**config.mk**
```make
export PLATFORM = sky130hd
export DESIGN_NAME = tt_um_kavinmalar_serial_subtractor
export DESIGN_NICKNAME = d
export VERILOG_FILES = /design/src/rtl/tt_kavinmalar_sub_pkg.sv /design/src/rtl/serial_sub_bit.sv /design/src/rtl/tt_um_kavinmalar_serial_subtractor.sv
export SDC_FILE = /design/constraint.sdc
export NUM_CORES = 1
export LEC_CHECK = 0
export BUFFER_PORTS_ARGS = -buffer_cell sky130_fd_sc_hd__buf_2
export CAP_MARGIN = 30
export CORE_UTILIZATION = 40
export CTS_CLUSTER_DIAMETER = 50
export DETAILED_ROUTE_END_ITERATION = 6
export SLEW_MARGIN = 20
export SYNTH_ARGS = -nofsm -noshare
export SYNTH_HDL_FRONTEND = slang
export SYNTH_HIERARCHICAL = 1
export SYNTH_SLANG_ARGS = --single-unit
export TNS_END_PERCENT = 5
```
**constraint.sdc**
```tcl
create_clock -name clk -period 2.4 [get_ports clk]
set_input_delay 0.6 -clock clk [delete_from_list [all_inputs] [get_ports clk]]
set_output_delay 0.6 -clock clk [all_outputs]
set_load 0.1 [all_outputs]
```
**src/rtl/tt_kavinmalar_sub_pkg.sv**
```systemverilog
// Shared state encoding, pin indices and constants for the bit-serial subtractor tile.
package tt_kavinmalar_sub_pkg;

  typedef enum logic [1:0] {
    IDLE = 2'd0,
    RUN  = 2'd1,
    DONE = 2'd2
  } state_t;

  // Status indices carry a _BIT suffix so they do not clash with the DONE state.
  localparam int unsigned LOAD_A_BIT = 0;
  localparam int unsigned LOAD_B_BIT = 1;
  localparam int unsigned START_BIT  = 2;

  localparam int unsigned BUSY_BIT   = 3;
  localparam int unsigned DONE_BIT   = 4;
  localparam int unsigned BORROW_BIT = 5;

  localparam logic [7:0] UIO_OE_MASK = 8'h38;

endpackage

```
**src/rtl/serial_sub_bit.sv**
```systemverilog
// One-bit full subtractor: d = a - b - bin, with borrow out.
module serial_sub_bit (
  input  logic a,
  input  logic b,
  input  logic bin,
  output logic d,
  output logic bout
);

  always_comb begin
    d    = a ^ b ^ bin;
    bout = (~a & b) | (~(a ^ b) & bin);
  end

endmodule

```
**src/rtl/tt_um_kavinmalar_serial_subtractor.sv**
```systemverilog
// Bit-serial 8-bit unsigned subtractor (A-B, LSB first) packaged as a Tiny Tapeout tile.
module tt_um_kavinmalar_serial_subtractor
  import tt_kavinmalar_sub_pkg::*;
#(
  parameter int unsigned WIDTH = 8
) (
  input  logic       clk,
  input  logic       rst_n,
  input  logic       ena,
  input  logic [7:0] ui_in,
  output logic [7:0] uo_out,
  input  logic [7:0] uio_in,
  output logic [7:0] uio_out,
  output logic [7:0] uio_oe
);

  localparam int unsigned CW = $clog2(WIDTH);
  localparam logic [CW-1:0] LAST = CW'(WIDTH - 1);

  state_t state, state_next;

  logic [WIDTH-1:0] a_reg, b_reg, r_reg, w_reg;
  logic [CW-1:0]    cnt;
  logic             bin, borrow;
  logic             d, bout;

  logic load_a, load_b, start, any_load;
  logic unused_ok;

  assign load_a    = uio_in[LOAD_A_BIT];
  assign load_b    = uio_in[LOAD_B_BIT];
  assign start     = uio_in[START_BIT];
  assign any_load  = load_a | load_b;
  assign unused_ok = &{1'b0, uio_in[7:3]};

  serial_sub_bit u_bit (
    .a    (a_reg[cnt]),
    .b    (b_reg[cnt]),
    .bin  (bin),
    .d    (d),
    .bout (bout)
  );

  always_comb begin
    state_next = state;
    case (state)
      IDLE, DONE: begin
        // A load always wins over a simultaneous start.
        if (any_load)   state_next = IDLE;
        else if (start) state_next = RUN;
      end
      RUN:     if (cnt == LAST) state_next = DONE;
      default: state_next = IDLE;
    endcase
  end

  always_ff @(posedge clk) begin
    if (!rst_n) begin
      state  <= IDLE;
      a_reg  <= '0;
      b_reg  <= '0;
      r_reg  <= '0;
      w_reg  <= '0;
      cnt    <= '0;
      bin    <= 1'b0;
      borrow <= 1'b0;
    end else if (ena) begin
      state <= state_next;
      case (state)
        IDLE, DONE: begin
          if (load_a) a_reg <= ui_in;
          if (load_b) b_reg <= ui_in;
          if (!any_load && start) begin
            cnt <= '0;
            bin <= 1'b0;
          end
        end
        RUN: begin
          w_reg <= {d, w_reg[WIDTH-1:1]};
          bin   <= bout;
          cnt   <= cnt + 1'b1;
          if (cnt == LAST) begin
            r_reg  <= {d, w_reg[WIDTH-1:1]};
            borrow <= bout;
          end
        end
        default: ;
      endcase
    end
  end

  always_comb begin
    uio_out             = '0;
    uio_out[BUSY_BIT]   = (state == RUN);
    uio_out[DONE_BIT]   = (state == DONE);
    uio_out[BORROW_BIT] = borrow;
  end

  assign uo_out = r_reg;
  assign uio_oe = UIO_OE_MASK;

endmodule
```
# --- Word-level counts from Yosys, hierarchy flattened ---
# Index checks and enable logic that the tools add are counted.
# Widths: inputs -> output; s select.
totals:
  out_inout_bits: 24
  register_bits: 39
  word_cells: 47
op_classes:
  eq_ne: 6
  reduce_logical: 11
  add_sub_neg: 1
  bitwise: 8
  mux: 12
  order_cmp: 1
op_table:
  columns: ["op", "n"]
  rows:
  - ["$reduce_and 3->1", 5]
  - ["$bmux 1 s3", 2]
  - ["$mux 2", 3]
  - ["$pmux 3 s2", 1]
  - ["$lt 3x4->1 const B", 1]
  - ["$pmux 2 s2", 1]
  - ["$add 3x1->3 const B", 1]
  - ["$eq 3x3->1 const B", 1]
  - ["$mux 1", 3]
  - ["$mux 3", 1]
  - ["$ne 3x3->1 const B", 1]
  - ["$and 1x1->1", 2]
  - ["$eq 2x1->1 const B", 1]
  - ["$eq 2x2->1 const B", 1]
  - ["$logic_not 2->1", 1]
  - ["$ne 2x1->1 const B", 1]
  - ["$ne 2x2->1 const B", 1]
  - ["$not 1->1", 2]
  - ["$or 1x1->1", 2]
  - ["$pmux 1 s2", 1]
  - ["$reduce_and 2->1", 1]
  - ["$reduce_bool 2->1", 1]
  - ["$reduce_or 2->1", 1]
  - ["$xor 1x1->1", 2]
  - ["other kinds (2)", 2]

# --- Logic depth before layout (Yosys ltp) ---
# Gate-level depths: netlist of the first run.
logic_depth:
  depth_word: 7
  ltp_mapped: 8

# --- By module ---
# The synthesis of the first run kept the hierarchy.
modules_own_cells:
  columns: ["module", "seq_area_each_um2", "cells_each", "n_inst", "area_per_inst_um2"]
  rows:
  - ["tt_um_kavinmalar_serial_subtractor", 760.7, 186, 1, 1793.0]
  - ["serial_sub_bit", 0.0, 4, 1, 31.3]

# --- Least setup slack after synthesis of the first run ---
# OpenSTA, ideal clock, no wires.
synth_path:
  kind: "register -> output"
  start: "register state[0]"
  end: "output port uio_out[4]"
  required_ps: 1800
  n_path_buf: 1
  path_stages_with_launch: 3
  setup_slack_ps: 11
  t_arrival_ps: 1789
  path_cell_list: "dfxtp_1 buf_2 nor2b_1"
synth_between:
  elab_chain_cells: 1
synth_lines:
  columns: ["element", "line_no", "rtl"]
  rows:
  - ["start, declared", "tt_um_kavinmalar_serial_subtractor.sv:20", "state_t state, state_next;"]
  - ["start signal, assigned", "tt_um_kavinmalar_serial_subtractor.sv:68", "state <= state_next;"]
  - ["$eq 2x2->1", "tt_um_kavinmalar_serial_subtractor.sv:95", "uio_out[DONE_BIT] = (state == DONE);"]
  - ["end, declared", "tt_um_kavinmalar_serial_subtractor.sv:13", "output logic [7:0] uio_out,"]
# No other way between the ends.

# --- Worst setup path after layout of the first run ---
layout_path:
  start: "register cnt[1]"
  end: "register r_reg[7] (netlist: uo_out[7])"
layout_between:
  elab_chain_cells: 4
  word_cells_on_any_way: 8
layout_lines:
  columns: ["element", "line_no", "rtl"]
  rows:
  - ["start, declared", "tt_um_kavinmalar_serial_subtractor.sv:23", "logic [CW-1:0] cnt;"]
  - ["start signal, assigned", "tt_um_kavinmalar_serial_subtractor.sv:81", "cnt <= cnt + 1'b1;"]
  - ["$bmux 1 s3 (on tied branches)", "tt_um_kavinmalar_serial_subtractor.sv:37, tt_um_kavinmalar_serial_subtractor.sv:38", null]
  - ["$mux 1 (on tied branches)", "tt_um_kavinmalar_serial_subtractor.sv:37, tt_um_kavinmalar_serial_subtractor.sv:38", null]
  - ["$xor 1x1->1 (*) (2 in series)", "serial_sub_bit.sv:11", "d = a ^ b ^ bin;"]
  - ["named net d", "tt_um_kavinmalar_serial_subtractor.sv:25", "logic d, bout;"]
  - ["end signal, assigned", "tt_um_kavinmalar_serial_subtractor.sv:83", "r_reg <= {d, w_reg[WIDTH-1:1]};"]
  - ["end, declared", "tt_um_kavinmalar_serial_subtractor.sv:22", "logic [WIDTH-1:0] a_reg, b_reg, r_reg, w_reg;"]
# The timed path passes the listed nets; every way through them passes the cells marked *. The select of a mux whose other input is x is not followed.
# A chain may end at the register's enable or synchronous reset.

==> results of run 1 <==
kinds of logic after synthesis:
| family | count (synthesis) | synth area share |
|---|---|---|
| adders and majority gates | 3 | 0.0247 |
| DFF | 38 | 0.417 |
| AOI/OAI and AO/OA | 28 | 0.107 |
| and+or+nand+nor | 68 | 0.193 |
| muxes | 22 | 0.158 |
| other | 2 | 0.00412 |
| buffers and inverters | 29 | 0.0967 |
layout make-up:
cell class | count | share of cell area
clock inverter | 1 | 0.00253
timing repair buffer | 24 | 0.0606
sequential | 38 | 0.384
inverter | 4 | 0.00758
multi-input combinational | 134 | 0.469
tap | 52 | 0.0328
clock buffer | 7 | 0.0436
synthesized netlist by cell type (2+ instances only):
cell      count  share of area
a21boi_0     20          0.082
a21oi_1       4          0.011
buf_2         6          0.016
buf_4        14          0.058
clkbuf_1      3         0.0062
conb_1        2         0.0041
dfxtp_1      38           0.42
ha_1          2          0.014
inv_1         4         0.0082
mux2_2        2          0.012
mux2i_1      16          0.088
mux4_1        4          0.058
nand2_1      35          0.072
nand3_1       3         0.0082
nand3b_1      3          0.012
nor2b_1      21          0.072
o21ai_0       2         0.0055
worst register-to-register path, delay by kind of cell (launching register included):
kind | cells | cell delay (ns)
fa+ha+maj | 1 | 0.56
flops | 1 | 0.49
compound gates | 1 | 0.14
simple gates | 1 | 0.05
mux | 2 | 0.90
per-layer routing:
layer  global-route usage  share of wire  up-vias
met5                    0              0        -
met4               0.0476         0.0093        0
met3               0.0436          0.035        4
met2                0.216           0.45       25
met1                0.160           0.50      535
li1                     -              -      645
metrics by stage:
stage                     hold WS [ns]  total power [uW]  utilization  std cells
after floorplan                  0.441               835            -        201
after global placement           0.449               843        0.434        252
after detailed placement         0.455               843        0.434        252
after CTS                        0.466              1290        0.455        260
after global routing             0.484              1330        0.455        260
final                            0.459              1270        0.455        260
power by group through the flow:
stage	Clock (uW)	Sequential [uW]	Combinational, uW
floorplan	0	664	171
global placement	0	668	174
detailed placement	0	669	175
CTS	457	654	176
global route	485	656	185
finish	442	654	174
worst max path at each step:
stage              from          to  slack [ns]  depth (start not counted)
2_1_floorplan  state[0]  uio_out[4]        0.01                          2
3_3_place_gp     cnt[1]   uo_out[7]        0.22                          5
3_5_place_dp     cnt[1]   uo_out[7]        0.19                          5
4_1_cts          cnt[1]   uo_out[7]        0.18                          5
5_1_grt          cnt[1]    w_reg[7]        0.01                          5
6_report         cnt[1]   uo_out[7]        0.20                          5
==> flow_summary.json, run 1 <==
{
  "run_status": "finished clean",
  "crit_type": "reg -> reg",
  "timing.rr.start": "cnt[1]",
  "coreArea_um2": 4350,
  "drive_gt1_frac": 0.159,
  "reg2reg_depth": 5,
  "final_cell_mix": "dfxtp_1 (38), nand2_1 (35), buf_2 (24), nor2b_1 (21), a21boi_0 (20)",
  "place_worst_setup_slack_ns": 0.186,
  "grt-ovfl-total": 0,
  "multiInputGateArea_um2": 928,
  "swShare": 0.277,
  "grt_pass1_wl_mm": 5.09,
  "htree_levels": 2,
  "finalMaxSlewViolations": 0,
  "max_freq_ghz": 0.454,
  "cts.clk_slew.worst_paths_ns": 0.07,
  "worst-path-buf-inv": 0,
  "synth_edf_count": 0,
  "cts.repair.resized": 0,
  "path_cells": "mux4_1 -> mux2_2 -> fa_1 -> nand2_1 -> a21boi_0",
  "avgSynthCellArea_um2": 9.60,
  "hold_buffers": 0,
  "maxCapViolations": 0,
  "routed_wl_mm": 2.90,
  "cts_tree": "built",
  "num_rows": 24,
  "slew_headroom": 0.621,
  "syn_area_um2": 1820,
  "p_int_uw": 919,
  "fin_crit_ns": 2.20,
  "regArea_um2": 761,
  "critPathCaptureType": "register",
  "die_y_um": 69.5,
  "num_io_pins": 43,
  "cts.path.max_buffers": 2,
  "hpwlAfterDp_mm": 1.99,
  "initial_core_util": 0.419,
  "cpLargestDelayFamily": "multiplexers",
  "numPortBuffers": 24,
  "post_dp_cell_area_um2": 1890,
  "insertion_delay_ns": 0.28,
  "final_nets": 229,
  "cts_made_buffers": 5,
  "slowest_delay_ns": 0.60,
  "clock-sinks": 38,
  "hold_viol": 0,
  "fin_crit_sh": 0.918,
  "wl_per_cell_um": 11.1,
  "power.density_nw_per_um2": 641,
  "setup_slack_ns": 0.198,
  "rsz0062_at_grt": "no",
  "holdCritPathClass": "reg -> reg",
  "worstHoldStart": "uo_out[5]",
  "antenna-diode-count": 0,
  "cp_data_arrival_time_ns": 2.41,
  "ys.flop_type": "dfxtp_1",
  "finalSetupViolCount": 0,
  "die_x_um": 69.5,
  "die_area_um2": 4830,
  "n_fill_cell": 442,
  "grt_antenna_before_repair": 0,
  "r2r_end": "uo_out[7]",
  "clkPwrFrac": 0.348,
  "switchingPower_uw": 351,
  "area_growth_pct": 8.57,
  "grt_usage": 0.131,
  "grt_pass1_vias": 1174,
  "critPathSlowestCell": "mux4_1",
  "path_max_fanout": 7,
  "fin_tns_setup_ns": 0,
  "ys_async_sr_fraction": 0,
  "drtIter0Drc": 65,
  "clock-root-buffer": "clkbuf_8",
  "yosysSeqAreaShare": 0.417,
  "cp-start-kind": "register",
  "combPwrFrac": 0.137,
  "synth_warnings": 6,
  "vias": 1209,
  "postRouteAntennaNets": 0,
  "ys_ff_latch": 38,
  "finClkSkew_ns": 0.00373,
  "final_common_cell": "dfxtp_1",
  "cp.required_ns": 2.61,
  "drcViolationCount": 0,
  "reg2reg_slack_ns": 0.20,
  "p_leak_uw": 0.000870,
  "worstHoldPathCells": 2,
  "seqPwrFrac": 0.515,
  "tightest_slew_ns": 0.567,
  "via_per_inst": 4.65,
  "cts_setup_buffers": 0,
  "grt_max_degree": 39,
  "drtPass1Iterations": 4,
  "ys_types": 28,
  "whs_endpoint": "uo_out[5]",
  "gp_congestion": 0.686,
  "vdd.ir_drop.worst_mv": 0.346,
  "final_area_um2": 1980,
  "syn-instance-count": 190
}
Power figures use the tool's default switching activity.
==> run 2: changes to the inputs <==
Settings changed: CELL_PAD_IN_SITES_DETAIL_PLACEMENT set to 1, CELL_PAD_IN_SITES_GLOBAL_PLACEMENT set to 2, CORE_UTILIZATION 40 to 32, PLACE_DENSITY_LB_ADDON set to 0.1.
==> flow_summary.json, run 2 (synthesized netlist as in run 1, its figures left out) <==
{
  "run_status": "finished clean",
  "maxCapViolations": 0,
  "drive_gt1_frac": 0.155,
  "routed_wl_mm": 3.68,
  "p_leak_uw": 0.000860,
  "final_common_cell": "dfxtp_1",
  "via_per_inst": 4.61,
  "cts_tree": "built",
  "clock-root-buffer": "clkbuf_8",
  "hold_buffers": 0,
  "cp_data_arrival_time_ns": 2.34,
  "insertion_delay_ns": 0.28,
  "vias": 1286,
  "fin_crit_sh": 0.891,
  "rsz0062_at_grt": "no",
  "drtIter0Drc": 46,
  "gp_congestion": 0.688,
  "slew_headroom": 0.621,
  "combPwrFrac": 0.144,
  "grt-ovfl-total": 0,
  "cts.path.max_buffers": 2,
  "finClkSkew_ns": 0.00384,
  "cp-start-kind": "register",
  "holdCritPathClass": "reg -> reg",
  "final_nets": 229,
  "clock-sinks": 38,
  "reg2reg_slack_ns": 0.26,
  "clkPwrFrac": 0.325,
  "die_area_um2": 6010,
  "crit_type": "reg -> reg",
  "grt_max_degree": 39,
  "initial_core_util": 0.331,
  "cts.clk_slew.worst_paths_ns": 0.07,
  "fin_crit_ns": 2.14,
  "finalSetupViolCount": 0,
  "grt_pass1_wl_mm": 6.21,
  "place_worst_setup_slack_ns": 0.141,
  "path_max_fanout": 7,
  "critPathCaptureType": "register",
  "die_x_um": 77.5,
  "seqPwrFrac": 0.530,
  "coreArea_um2": 5510,
  "grt_usage": 0.134,
  "area_growth_pct": 9.19,
  "drtPass1Iterations": 3,
  "antenna-diode-count": 0,
  "hpwlAfterDp_mm": 2.71,
  "cts_made_buffers": 5,
  "wl_per_cell_um": 13.2,
  "drcViolationCount": 0,
  "setup_slack_ns": 0.261,
  "hold_viol": 0,
  "switchingPower_uw": 346,
  "power.density_nw_per_um2": 619,
  "postRouteAntennaNets": 0,
  "p_int_uw": 888,
  "htree_levels": 2,
  "grt_antenna_before_repair": 0,
  "numPortBuffers": 24,
  "num_io_pins": 43,
  "fin_tns_setup_ns": 0,
  "vdd.ir_drop.worst_mv": 0.223,
  "max_freq_ghz": 0.467,
  "tightest_slew_ns": 0.566,
  "die_y_um": 77.5,
  "swShare": 0.280,
  "final_cell_mix": "dfxtp_1 (37), nand2_1 (35), buf_2 (24), nor2b_1 (21), a21boi_0 (20)",
  "grt_pass1_vias": 1360,
  "num_rows": 27,
  "finalMaxSlewViolations": 0,
  "cp.required_ns": 2.61
}
[run 2: metrics by stage]
step | hold WS (ns) | instance area (um2) | util | std cells | power, uW
6_report | 0.463 | 1990 | 0.362 | 279 | 1230
5_1_grt | 0.487 | 1990 | 0.362 | 279 | 1290
4_1_cts | 0.469 | 1990 | 0.362 | 279 | 1260
3_5_place_dp | 0.459 | 1910 | 0.348 | 272 | 848
3_3_place_gp | 0.447 | 1910 | 0.348 | 272 | 842
2_1_floorplan | 0.441 | 1870 | - | 201 | 835
[run 2: final timing paths]
path / startpoint / endpoint / cells after the start
worst max-delay path: cnt[1] / w_reg[7] / 5
worst min-delay path: uo_out[4] / uo_out[4] / 2
worst max register to register: cnt[1] / w_reg[7] / 5
worst min register to register: uo_out[4] / uo_out[4] / 2
[run 2: area by class of cell]
class | instances | area, um2
Inverter | 4 | 15.0
Tap cell | 72 | 90.1
Multi-Input combinational cell | 134 | 928
Sequential cell | 38 | 762
Clock buffer | 7 | 76.3
Timing Repair Buffer | 24 | 120
Fill cell | 643 | 3510
[run 2: power groups by stage]
| stage | logic, uW | registers [uW] | clock network (uW) |
|---|---|---|---|
| 6_report | 178 | 654 | 401 |
| 5_1_grt | 189 | 656 | 450 |
| 4_1_cts | 179 | 654 | 422 |
| 3_5_place_dp | 179 | 669 | 0 |
| 3_3_place_gp | 174 | 668 | 0 |
| 2_1_floorplan | 171 | 664 | 0 |
[run 2: layer usage]
| layer | routed length, um | global-route usage | vias up |
|---|---|---|---|
| met4 | 15 | 0.0396 | 0 |
| li1 | - | - | 642 |
| met5 | 0 | 0 | - |
| met2 | 2170 | 0.272 | 17 |
| met3 | 101 | 0.0400 | 2 |
| met1 | 1400 | 0.127 | 625 |
[run 2: critical path, stage by stage (launching register included)]
cell	delay (ns)
dfxtp_2	0.42
mux4_1	0.58
mux2_2	0.31
fa_1	0.56
nand2_1	0.05
a21boi_0	0.15
[run 2: what timing repair did]
action,in CTS,in global routing
setup buffers,0,0
gates resized for setup,0,1
endpoints found under the setup margin,0,1
hold endpoints to repair,0,0
==> run 3: changes to the inputs <==
Settings changed: RECOVER_POWER set to 100.
Clock period 2.4 ns to 2.45 ns, I/O delays scaled along.
==> flow_summary.json, run 3 (synthesized netlist as in run 1, its figures left out) <==
{
  "cp_data_arrival_time_ns": 2.48,
  "antenna-diode-count": 0,
  "whs_ns": 0.466,
  "final_common_cell": "dfxtp_1",
  "clock-sinks": 38,
  "cts.clk_slew.worst_paths_ns": 0.07,
  "r2r_end": "w_reg[7]",
  "dp.cells": 272,
  "rsz0062_at_grt": "no",
  "holdCritPathClass": "reg -> reg",
  "drive_gt1_frac": 0.106,
  "die_x_um": 77.5,
  "grt_pass1_wl_mm": 5.84,
  "die_y_um": 77.5,
  "slowest_delay_ns": 0.60,
  "path_max_fanout": 7,
  "routed_wl_mm": 3.63,
  "vdd.ir_drop.worst_mv": 0.259,
  "final_nets": 229,
  "htree_levels": 2,
  "num_io_pins": 43,
  "gp_congestion": 0.688,
  "drcViolationCount": 0,
  "grt_max_degree": 39,
  "drtIter0Drc": 22,
  "drtPass1Iterations": 3,
  "worstHoldStart": "uo_out[0]",
  "cp-start-kind": "register",
  "p_total_uw": 1210,
  "p_leak_uw": 0.000818,
  "run_status": "finished clean",
  "initial_core_util": 0.331,
  "area_growth_pct": 8.50,
  "fin_cells": 279,
  "whs_endpoint": "uo_out[0]",
  "grt_pass1_vias": 1314,
  "power.density_nw_per_um2": 609,
  "finalMaxSlewViolations": 0,
  "max_freq_ghz": 0.439,
  "fin_tns_setup_ns": 0,
  "insertion_delay_ns": 0.28,
  "numPortBuffers": 24,
  "critPathSlowestCell": "mux4_1",
  "cpLargestDelayFamily": "multiplexers",
  "grt_antenna_before_repair": 0,
  "postRouteAntennaNets": 0,
  "path_cells": "mux4_1 -> mux2_2 -> fa_1 -> nand2_1 -> a21boi_0",
  "crit_type": "reg -> reg",
  "grt-ovfl-total": 0,
  "reg2reg_depth": 5,
  "fin_crit_sh": 0.930,
  "cts_tree": "built",
  "coreArea_um2": 5510,
  "grt_usage": 0.127,
  "post_dp_cell_area_um2": 1910,
  "final_area_um2": 1980,
  "hold_viol": 0,
  "cp.required_ns": 2.66,
  "hold_buffers": 0,
  "tightest_slew_ns": 1.17,
  "final_cell_mix": "dfxtp_1 (38), nand2_1 (35), nor2b_1 (21), a21boi_0 (20), mux2i_1 (16)",
  "hpwlAfterDp_mm": 2.68,
  "worst-path-buf-inv": 0,
  "cts_made_buffers": 5,
  "finalSetupViolCount": 0,
  "finClkSkew_ns": 0.00370,
  "wl_per_cell_um": 13.0,
  "worstHoldPathCells": 2,
  "cts.repair.resized": 0,
  "num_rows": 27,
  "vias": 1292,
  "via_per_inst": 4.63,
  "fin_crit_ns": 2.28,
  "clock-root-buffer": "clkbuf_8",
  "crit_path_start": "cnt[1]",
  "die_area_um2": 6010,
  "cts_setup_buffers": 0,
  "reg2reg_slack_ns": 0.17,
  "timing.rr.start": "cnt[1]",
  "maxCapViolations": 0,
  "slew_headroom": 0.222,
  "cts.path.max_buffers": 2,
  "critPathCaptureType": "register"
}
==> run 3: worst register-to-register path, cell delays in order (launching register included) <==
cell      delay, ns
dfxtp_1        0.51
mux4_1         0.60
mux2_2         0.31
fa_1           0.57
nand2_1        0.06
a21boi_0       0.16
==> run 3: cell type report <==
class / instances / area (um2)
Tap cell: 72 / 90.1
Inverter: 4 / 15.0
Timing Repair Buffer: 24 / 109
Sequential cell: 38 / 761
Multi-Input combinational cell: 134 / 928
Clock buffer: 7 / 76.3
Fill cell: 661 / 3530
==> run 3: how the worst max path moves through the flow <==
stage | endpoint | slack, ns | cells after the start
floorplan | uio_out[4] | 0.05 | 2
global placement | uo_out[7] | 0.24 | 5
detailed placement | w_reg[7] | 0.15 | 5
CTS | w_reg[7] | 0.14 | 5
global route | uo_out[7] | 0.03 | 5
finish | w_reg[7] | 0.17 | 5
==> run 3: power by group <==
| group | switching (uW) | total [uW] | internal, uW |
|---|---|---|---|
| Combinational | 132 | 174 | 41.9 |
| Clock | 196 | 392 | 196 |
| Sequential | 8.57 | 641 | 632 |
| Total | 337 | 1210 | 870 |
==> run 3: layer usage <==
metal / GRT usage / wire (um) / vias to the layer above / share of wire
met5: 0 / 0 / - / 0
met4: 0.0566 / 44 / 0 / 0.012
met3: 0.0341 / 108 / 4 / 0.030
met2: 0.250 / 2030 / 17 / 0.56
met1: 0.120 / 1440 / 621 / 0.40
li1: - / - / 650 / -
==> run 3: metrics by stage <==
step | utilization | worst slack, ns
detailed placement | 0.348 | 0.154
floorplan | - | 0.0486
global placement | 0.348 | 0.237
global route | 0.359 | 0.0349
CTS | 0.362 | 0.136
finish | 0.359 | 0.172
